<file path="config.mk">
export PLATFORM = sky130hd
export DESIGN_NAME = snoop_bus_scheduler
export DESIGN_NICKNAME = d
export VERILOG_FILES = /design/src/rtl/snoop_bus_scheduler.sv
export SDC_FILE = /design/constraint.sdc
export NUM_CORES = 1
export LEC_CHECK = 0
export ABC_AREA = 1
export CELL_PAD_IN_SITES_DETAIL_PLACEMENT = 2
export CELL_PAD_IN_SITES_GLOBAL_PLACEMENT = 2
export CORE_ASPECT_RATIO = 1.25
export CORE_UTILIZATION = 27
export CTS_BUF_LIST = sky130_fd_sc_hd__clkbuf_4
export DETAILED_ROUTE_END_ITERATION = 7
export GPL_ROUTABILITY_DRIVEN = 0
export PLACE_DENSITY_LB_ADDON = 0.1
export SYNTH_ARGS = -nofsm -noshare
export SYNTH_HDL_FRONTEND = slang
export SYNTH_SLANG_ARGS = --single-unit
</file>
<file path="constraint.sdc">
create_clock -name clock -period 3.1 [get_ports clock]
set_input_delay 0.93 -clock clock [delete_from_list [all_inputs] [get_ports clock]]
set_output_delay 0.93 -clock clock [all_outputs]
set_load 0.1 [all_outputs]
</file>
<file path="src/rtl/snoop_bus_scheduler.sv">
// Round-robin arbiter and transaction sequencer for a shared snooping cache bus.
// Optional memory-ack timeout is enabled by defining MEM_TIMEOUT_EN.
module snoop_bus_scheduler #(
    parameter int NPROC      = 4,
    parameter int IDX_W      = 2,
    parameter int TMO_CYCLES = 16
) (
    input  logic                 clock,
    input  logic                 reset,
    input  logic [NPROC-1:0]     i_req,
    input  logic [NPROC-1:0]     i_req_op,
    input  logic [2*NPROC-1:0]   i_req_block,
    input  logic [5*NPROC-1:0]   i_req_tag,
    input  logic [NPROC-1:0]     i_snoop_hit,
    input  logic [NPROC-1:0]     i_snoop_wb,
    input  logic                 i_mem_ack,
    output logic [NPROC-1:0]     o_start,
    output logic [NPROC-1:0]     o_listen,
    output logic [IDX_W-1:0]     o_bus_owner,
    output logic                 o_bus_op,
    output logic [1:0]           o_bus_block,
    output logic [4:0]           o_bus_tag,
    output logic                 o_shared,
    output logic                 o_mem_rd,
    output logic                 o_mem_wr,
    output logic [NPROC-1:0]     o_done,
    output logic                 o_err
);

    typedef enum logic [2:0] {
        S_IDLE  = 3'd0,
        S_ISSUE = 3'd1,
        S_SNOOP = 3'd2,
        S_WB    = 3'd3,
        S_MEM   = 3'd4,
        S_DONE  = 3'd5
    } state_t;

    localparam logic [NPROC-1:0] ONE_HOT0 = {{(NPROC-1){1'b0}}, 1'b1};
    localparam logic [NPROC-1:0] ALL_ONES = {NPROC{1'b1}};

    state_t             r_state;
    state_t             w_next;
    logic [IDX_W-1:0]   r_last;
    logic [IDX_W-1:0]   w_pick;
    logic [IDX_W-1:0]   w_cand;
    logic               w_found;
    logic               w_pick_op;
    logic [1:0]         w_pick_block;
    logic [4:0]         w_pick_tag;
    logic [NPROC-1:0]   w_owner_oh;
    logic [NPROC-1:0]   w_next_oh;
    logic [NPROC-1:0]   w_hit_m;
    logic [NPROC-1:0]   w_wb_m;
    logic               w_strobe_next;
    logic               w_tmo_hit;

    // Round-robin search starting just after the last grant, plus mux of the winner's request fields
    always_comb begin
        w_pick       = r_last;
        w_cand       = r_last;
        w_found      = 1'b0;
        w_pick_op    = 1'b0;
        w_pick_block = 2'b00;
        w_pick_tag   = 5'b00000;
        for (int k = 1; k <= NPROC; k++) begin
            w_cand = IDX_W'((int'(r_last) + k) % NPROC);
            if (!w_found && i_req[w_cand]) begin
                w_found = 1'b1;
                w_pick  = w_cand;
            end else begin
                w_found = w_found;
            end
        end
        for (int p = 0; p < NPROC; p++) begin
            if (w_pick == IDX_W'(p)) begin
                w_pick_op    = i_req_op[p];
                w_pick_block = i_req_block[2*p +: 2];
                w_pick_tag   = i_req_tag[5*p +: 5];
            end else begin
                w_pick_op = w_pick_op;
            end
        end
    end

    assign w_owner_oh = ONE_HOT0 << o_bus_owner;
    assign w_hit_m    = i_snoop_hit & ~w_owner_oh;
    assign w_wb_m     = i_snoop_wb & ~w_owner_oh;

`ifdef MEM_TIMEOUT_EN
    localparam int TW = $clog2(TMO_CYCLES) + 1;
    logic [TW-1:0] r_tmo;

    assign w_tmo_hit = ((r_state == S_WB) || (r_state == S_MEM)) && !i_mem_ack &&
                       (r_tmo == TW'(TMO_CYCLES - 1));

    // Cycles spent waiting for mem_ack in the current WB/MEM visit
    always_ff @(posedge clock or posedge reset) begin
        if (reset) begin
            r_tmo <= {TW{1'b0}};
        end else if (((r_state == S_WB) || (r_state == S_MEM)) && (w_next == r_state)) begin
            r_tmo <= r_tmo + TW'(1);
        end else begin
            r_tmo <= {TW{1'b0}};
        end
    end
`else
    // Timeout disabled; WB/MEM wait for mem_ack indefinitely.
    assign w_tmo_hit = 1'b0 && (TMO_CYCLES > 0);
`endif

    // Next-state decision
    always_comb begin
        w_next = r_state;
        case (r_state)
            S_IDLE: begin
                if (w_found) begin
                    w_next = S_ISSUE;
                end else begin
                    w_next = S_IDLE;
                end
            end
            S_ISSUE: w_next = S_SNOOP;
            S_SNOOP: begin
                if (|w_wb_m) begin
                    w_next = S_WB;
                end else if (!o_bus_op && !(|w_hit_m)) begin
                    w_next = S_MEM;
                end else begin
                    w_next = S_DONE;
                end
            end
            S_WB, S_MEM: begin
                if (i_mem_ack || w_tmo_hit) begin
                    w_next = S_DONE;
                end else begin
                    w_next = r_state;
                end
            end
            S_DONE:  w_next = S_IDLE;
            default: w_next = S_IDLE;
        endcase
    end

    // In IDLE the owner register is not loaded yet, so strobes use the fresh pick
    assign w_next_oh     = (r_state == S_IDLE) ? (ONE_HOT0 << w_pick) : w_owner_oh;
    assign w_strobe_next = (w_next == S_ISSUE) || (w_next == S_SNOOP);

    // State, latched transaction and registered outputs
    always_ff @(posedge clock or posedge reset) begin
        if (reset) begin
            r_state     <= S_IDLE;
            r_last      <= IDX_W'(NPROC - 1);
            o_start     <= {NPROC{1'b0}};
            o_listen    <= {NPROC{1'b0}};
            o_bus_owner <= {IDX_W{1'b0}};
            o_bus_op    <= 1'b0;
            o_bus_block <= 2'b00;
            o_bus_tag   <= 5'b00000;
            o_shared    <= 1'b0;
            o_mem_rd    <= 1'b0;
            o_mem_wr    <= 1'b0;
            o_done      <= {NPROC{1'b0}};
            o_err       <= 1'b0;
        end else begin
            r_state <= w_next;
            if ((r_state == S_IDLE) && w_found) begin
                o_bus_owner <= w_pick;
                o_bus_op    <= w_pick_op;
                o_bus_block <= w_pick_block;
                o_bus_tag   <= w_pick_tag;
            end
            if (r_state == S_SNOOP) begin
                o_shared <= |w_hit_m;
            end
            if (r_state == S_DONE) begin
                r_last <= o_bus_owner;
            end
            o_start  <= w_strobe_next ? w_next_oh : {NPROC{1'b0}};
            o_listen <= w_strobe_next ? (~w_next_oh & ALL_ONES) : {NPROC{1'b0}};
            o_mem_rd <= (w_next == S_MEM);
            o_mem_wr <= (w_next == S_WB);
            o_done   <= (w_next == S_DONE) ? w_owner_oh : {NPROC{1'b0}};
            o_err    <= (w_next == S_DONE) && w_tmo_hit;
        end
    end

endmodule

</file>
==> flow_summary.ini, run 1 <==
[run_status]
status = completed

[worst_setup_path]
r2r-start = r_last[0]
cp-startpoint = i_req[2]
path_class = in -> reg
crit_arrival_ns = 2.81
crit_fanout = 14
required_ns = 3.34
worst_setup_path_end_kind = flip-flop
crit_path_start_kind = primary input

[sta]
fin_crit_ns = 2.573
finalMaxSlewViolations = 0
holdWs_ns = 0.5021
skew_ns = 0.01017
setup-tns-final_ns = 0
rsz0062_at_grt = false
finalCritPeriodShare = 0.8299
hold_violations = 0
finalSetupViolations = 0
fmax_ghz = 0.3887

[grt]
gr-usage-all-layers = 0.1643
antenna_found_initial = 0
overflow = 0
grt_pass1_vias = 2063
grt_max_degree = 31
grt_first_pass_wirelength_um = 9956

[yosys]
synth_area_leaders = dfrtp_1 35%, nand2_1 15%, nand2_4 6.1%, inv_1 6.0%, nand2_2 3.4%
synth-seq-area-share = 0.3737
syn_avg_cell_area_sq_um = 7.843
syn_area_sq_um = 2016
synth_seq_cells = 30
synth_nets = 304
yosys_warnings = 0
yosysUniqueCellTypes = 38
postSynthCellCount = 257
yosysTopAreaCell = dfrtp_1
yosysTopAreaCellShare = 0.3476

[floorplan]
die-area_sq_um = 7817
start_util = 0.2837
rows = 34
fp.dieW_um = 79.28
core_sq_um = 7104
ios = 73
chipHeight_um = 98.60

[cts]
cts-resized-gates = 0
cts-htree-levels = 2
cts.sinks = 30
cts-buffers-inserted = 5
cts_max_path_buffers = 2
cts-root-buf = clkbuf_4
path_clk_slew_ns = 0.10
postCtsSetupRepairBufs = 0
cts_tree = done
holdBufCountCts = 0
clkLatencyLatePin_ns = 0.34

[hold_path]
hold_class = reg -> reg
min_from = o_shared

[cells_and_area]
regArea_sq_um = 753.2
antenna_cells = 0
multiInputGateArea_sq_um = 1049
num-fill-cells = 856
nNetsFinal = 378
area_growth_pct = 39.66
fin_area_sq_um = 2815
drive_gt1_frac = 0.2651

[routing]
dr.first_iter.drc_count = 36
dr.pass1.iters = 4
drc = 0
ant_nets = 0
routed_wl_um = 5816
vias_per_cell = 4.595
vias = 1939
wire_per_inst_um = 13.78

[placed_design]
port_buffers = 71
dpl_cell_area_sq_um = 2738
place_hpwl_um = 4727

[job]
drv_cap = 0
kinds of logic after synthesis:
family,count (synthesis),synth area share
other cells,1,0.001860
flops,30,0.3737
compound gates,41,0.1390
buf+inv,44,0.1061
simple gates,141,0.3793
sequential cells by signal, summed over array words and instances (netlist names):
| name | count |
|---|---|
| o_start | 4 |
| o_bus_tag | 5 |
| o_bus_op | 1 |
| o_listen | 4 |
| r_last | 2 |
| o_bus_block | 2 |
| o_bus_owner | 2 |
| o_shared | 1 |
| o_mem_wr | 1 |
| o_done | 4 |
| o_mem_rd | 1 |
| r_state | 3 |
per-stage QoR:
step,setup WS [ns],utilization,instances
after floorplan,0.8627,-,257
after global placement,0.2044,0.3853,414
after detailed placement,0.1295,0.3853,414
after CTS,0.5163,0.3963,422
after global routing,0.3678,0.3963,422
final,0.5272,0.3963,422
cells in the final DEF, fill, tap and decap left out, types with 3 or more instances in the layout:
cell and n:
a21oi_1 6, a21oi_2 4, a22o_1 3, buf_4 29
clkbuf_4 5, clkdlybuf4s50_1 46, dfrtp_1 28, inv_1 32
nand2_1 81, nand2_2 11, nand2_4 11, nand3_1 10
nand3_2 3, nor2_1 15, o21ai_0 10, o21ai_1 5
o21ai_2 7
worst max-delay path, cell delays in order:
cell and delay [ns]:
clkdlybuf4s50_1 0.49, nand2_1 0.09, nand2_4 0.12, nand2_4 0.07
nand2_8 0.09, inv_2 0.05, nand3_2 0.09, nand3_2 0.11
nand2_4 0.24, nand2_4 0.18, o21ai_0 0.18, inv_1 0.05
nand2_1 0.06, nand2_1 0.05
cells in the mapped netlist:
master and instances:
inv_8 1, nand2_2 11, inv_2 2, nor2_8 2
nand2_1 81, nor2b_1 1, a21oi_2 4, nor2_1 15
o32ai_1 1, nand2_8 1, nand3_1 10, buf_6 4
buf_4 2, o21ai_1 5, conb_1 1, nor2b_2 1
o2111ai_1 1, o21ai_0 10, a31oi_2 1, o22ai_1 1
dfstp_2 2, o21ai_2 7, dfrtp_1 28, nor3_1 1
inv_1 32, a21oi_1 6, nor2_4 1, nor3_4 1
a22oi_1 1, nand3_4 1, inv_4 1, nand3_2 3
buf_2 1, nand2_4 11, a22o_1 3, a31o_2 1
clkbuf_1 1, nand4_1 1
layer usage:
metal	up-vias	part of all wire	track usage	routed length (um)
met3	4	0.031	0.02870	181
met4	0	0.0069	0.04196	40
met5	-	0	0	0
met1	941	0.42	0.1891	2436
met2	42	0.54	0.3070	3157
li1	952	-	-	-
layout make-up:
| cell class | count | area share |
|---|---|---|
| clock buffers | 5 | 0.01333 |
| clock inverters | 3 | 0.01422 |
| inverters | 36 | 0.05156 |
| multi-input cells | 183 | 0.3724 |
| flip-flops and latches | 30 | 0.2676 |
| well taps | 90 | 0.04000 |
| repair buffers | 75 | 0.2409 |
worst paths after layout:
path,slack (ns),depth (start not counted),end
setup reg to reg,0.88,13,o_bus_tag[1]
hold / removal,0.50,2,o_shared
hold reg to reg,0.50,2,o_shared
max in group asynchronous,1.79,3,r_last[0]
setup / recovery,0.53,14,o_bus_tag[1]
min in group asynchronous,0.97,3,o_bus_tag[4]
Power of run 1 is left out: the tool's default activity adds up to more than one toggle a clock period on the data nets, which glitch-free logic cannot reach.
==> inputs of run 2 (changes only) <==
--- a/config.mk
+++ b/config.mk
@@ -9,7 +9,7 @@
 export CELL_PAD_IN_SITES_DETAIL_PLACEMENT = 2
 export CELL_PAD_IN_SITES_GLOBAL_PLACEMENT = 2
 export CORE_ASPECT_RATIO = 1.25
-export CORE_UTILIZATION = 27
+export CORE_UTILIZATION = 23
 export CTS_BUF_LIST = sky130_fd_sc_hd__clkbuf_4
 export DETAILED_ROUTE_END_ITERATION = 7
 export GPL_ROUTABILITY_DRIVEN = 0
==> constraint.sdc (replaced) <==
create_clock -name clock -period 2.29 [get_ports clock]
set_input_delay 0.687 -clock clock [delete_from_list [all_inputs] [get_ports clock]]
set_output_delay 0.687 -clock clock [all_outputs]
set_load 0.1 [all_outputs]
==> run 2 against run 1 <==
- sequential cell count is the same
- die area grew 17%
- register-to-register slack lost 0.72 ns
- count of clock-buffer cells in the layout grew 2
- largest cell class unchanged
- highest routed layer unchanged
==> flow_summary.ini, run 2 (same netlist as run 1, synthesis figures left out) <==
[run_status]
status = completed

[placed_design]
place_worst_setup_slack_ns = -0.3310
place_hpwl_um = 5191
port_buffers = 71

[floorplan]
die-area_sq_um = 9144
chipHeight_um = 106.7
core_sq_um = 8379
fp.dieW_um = 85.73
rows = 37
start_util = 0.2406
ios = 73

[worst_setup_path]
path_delay_family = simple AND/OR/NAND/NOR gates
path_class = in -> reg
slowest_delay_ns = 0.49
worst_setup_path_end_kind = flip-flop
crit_fanout = 5
path_cells = clkdlybuf4s50_1, nand2_2, nand2_2, nand2_1, nand2_2, nand3_2, nand2_4, nand2_4, buf_4, o21ai_1, nand3_2, nand2_1, nand2_1
crit_arrival_ns = 2.40
cp_slowest_cell = clkdlybuf4s50_1
required_ns = 2.53
critPathBufInv = 2
crit_path_start_kind = primary input

[cts]
cts.sinks = 30
cts-root-buf = clkbuf_4
cts_tree = done
cts_max_path_buffers = 2
cts-buffers-inserted = 5
cts-htree-levels = 2
clkLatencyLatePin_ns = 0.34
path_clk_slew_ns = 0.11

[grt]
grt_max_degree = 31
overflow = 0
gr-usage-all-layers = 0.1494
grt_pass1_vias = 2173
antenna_found_initial = 0
grt_first_pass_wirelength_um = 10570

[sta]
finalMaxSlewViolations = 0
finalCritPeriodShare = 0.9419
fin_crit_ns = 2.157
holdWs_ns = 0.4998
fmax_ghz = 0.4636
hold_violations = 0
setup-tns-final_ns = 0
fin_ws_ns = 0.1331
skew_ns = 0.008913
rsz0062_at_grt = false
finalSetupViolations = 0

[routing]
dr.first_iter.drc_count = 19
routed_wl_um = 6506
vias_per_cell = 4.270
drc = 0
ant_nets = 0
dr.pass1.iters = 2
wire_per_inst_um = 13.84
vias = 2007

[cells_and_area]
antenna_cells = 0
nNetsFinal = 399
drive_gt1_frac = 0.3286
largest_register = o_bus_tag
largest_reg_flops = 5
layout_commonest_cell = nand2_1
num-fill-cells = 982
final_cell_mix = 78 x nand2_1, 44 x buf_4, 43 x clkdlybuf4s50_1
area_growth_pct = 53.07

[hold_path]
hold_class = reg -> reg

[job]
drv_cap = 0
## run 2: metal layers
layer  vias to the layer above  global-route usage  part of all wire
met2                        43              0.2714              0.53
li1                        986                   -                 -
met4                         0             0.04286             0.012
met3                         7             0.03541             0.040
met1                       971              0.1726              0.42
met5                         -                   0                 0
## run 2: repair_timing
action / 4_1_cts / 5_1_grt
setup endpoints to repair: 0 / 14
hold buffers: 0 / 0
gates resized for setup: 0 / 18
setup buffers: 0 / 6
## run 2: area by class of cell
| cell class | instances | area [sq um] | area share |
|---|---|---|---|
| clock buffer | 7 | 52.55 | 0.01703 |
| clock inverter | 1 | 3.754 | 0.001217 |
| inverter | 36 | 145.1 | 0.04704 |
| multi-input combinational | 183 | 1080 | 0.3500 |
| sequential | 30 | 757.0 | 0.2453 |
| tap | 117 | 146.4 | 0.04745 |
| timing repair buffer | 96 | 900.9 | 0.2920 |
## run 2: worst paths after layout
path,start,cells past startpoint,end,slack [ns]
min in group asynchronous,reset,3,o_shared,0.72
max in group asynchronous,reset,3,r_last[1],1.24
hold reg to reg,o_shared,2,o_shared,0.50
hold / removal,o_shared,2,o_shared,0.50
setup / recovery,i_req[0],13,o_bus_block[1],0.13
setup reg to reg,r_last[0],16,o_bus_tag[4],0.16
## run 2: worst reg2reg max path, delay by kind of cell, from the launching register on
kind | cells | cell delay, ns
buffers and inverters | 3 | 0.34
flip-flops | 1 | 0.69
AND/OR/NAND/NOR | 13 | 1.06
## run 2: stage by stage
stage	cell area [sq um]	utilization	cells
2_1_floorplan	2016	-	257
3_3_place_gp	2934	0.3502	456
3_5_place_dp	2934	0.3502	456
4_1_cts	2990	0.3569	464
5_1_grt	3085	0.3682	470
6_report	3085	0.3682	470
Power of run 2 is left out for the same reason.
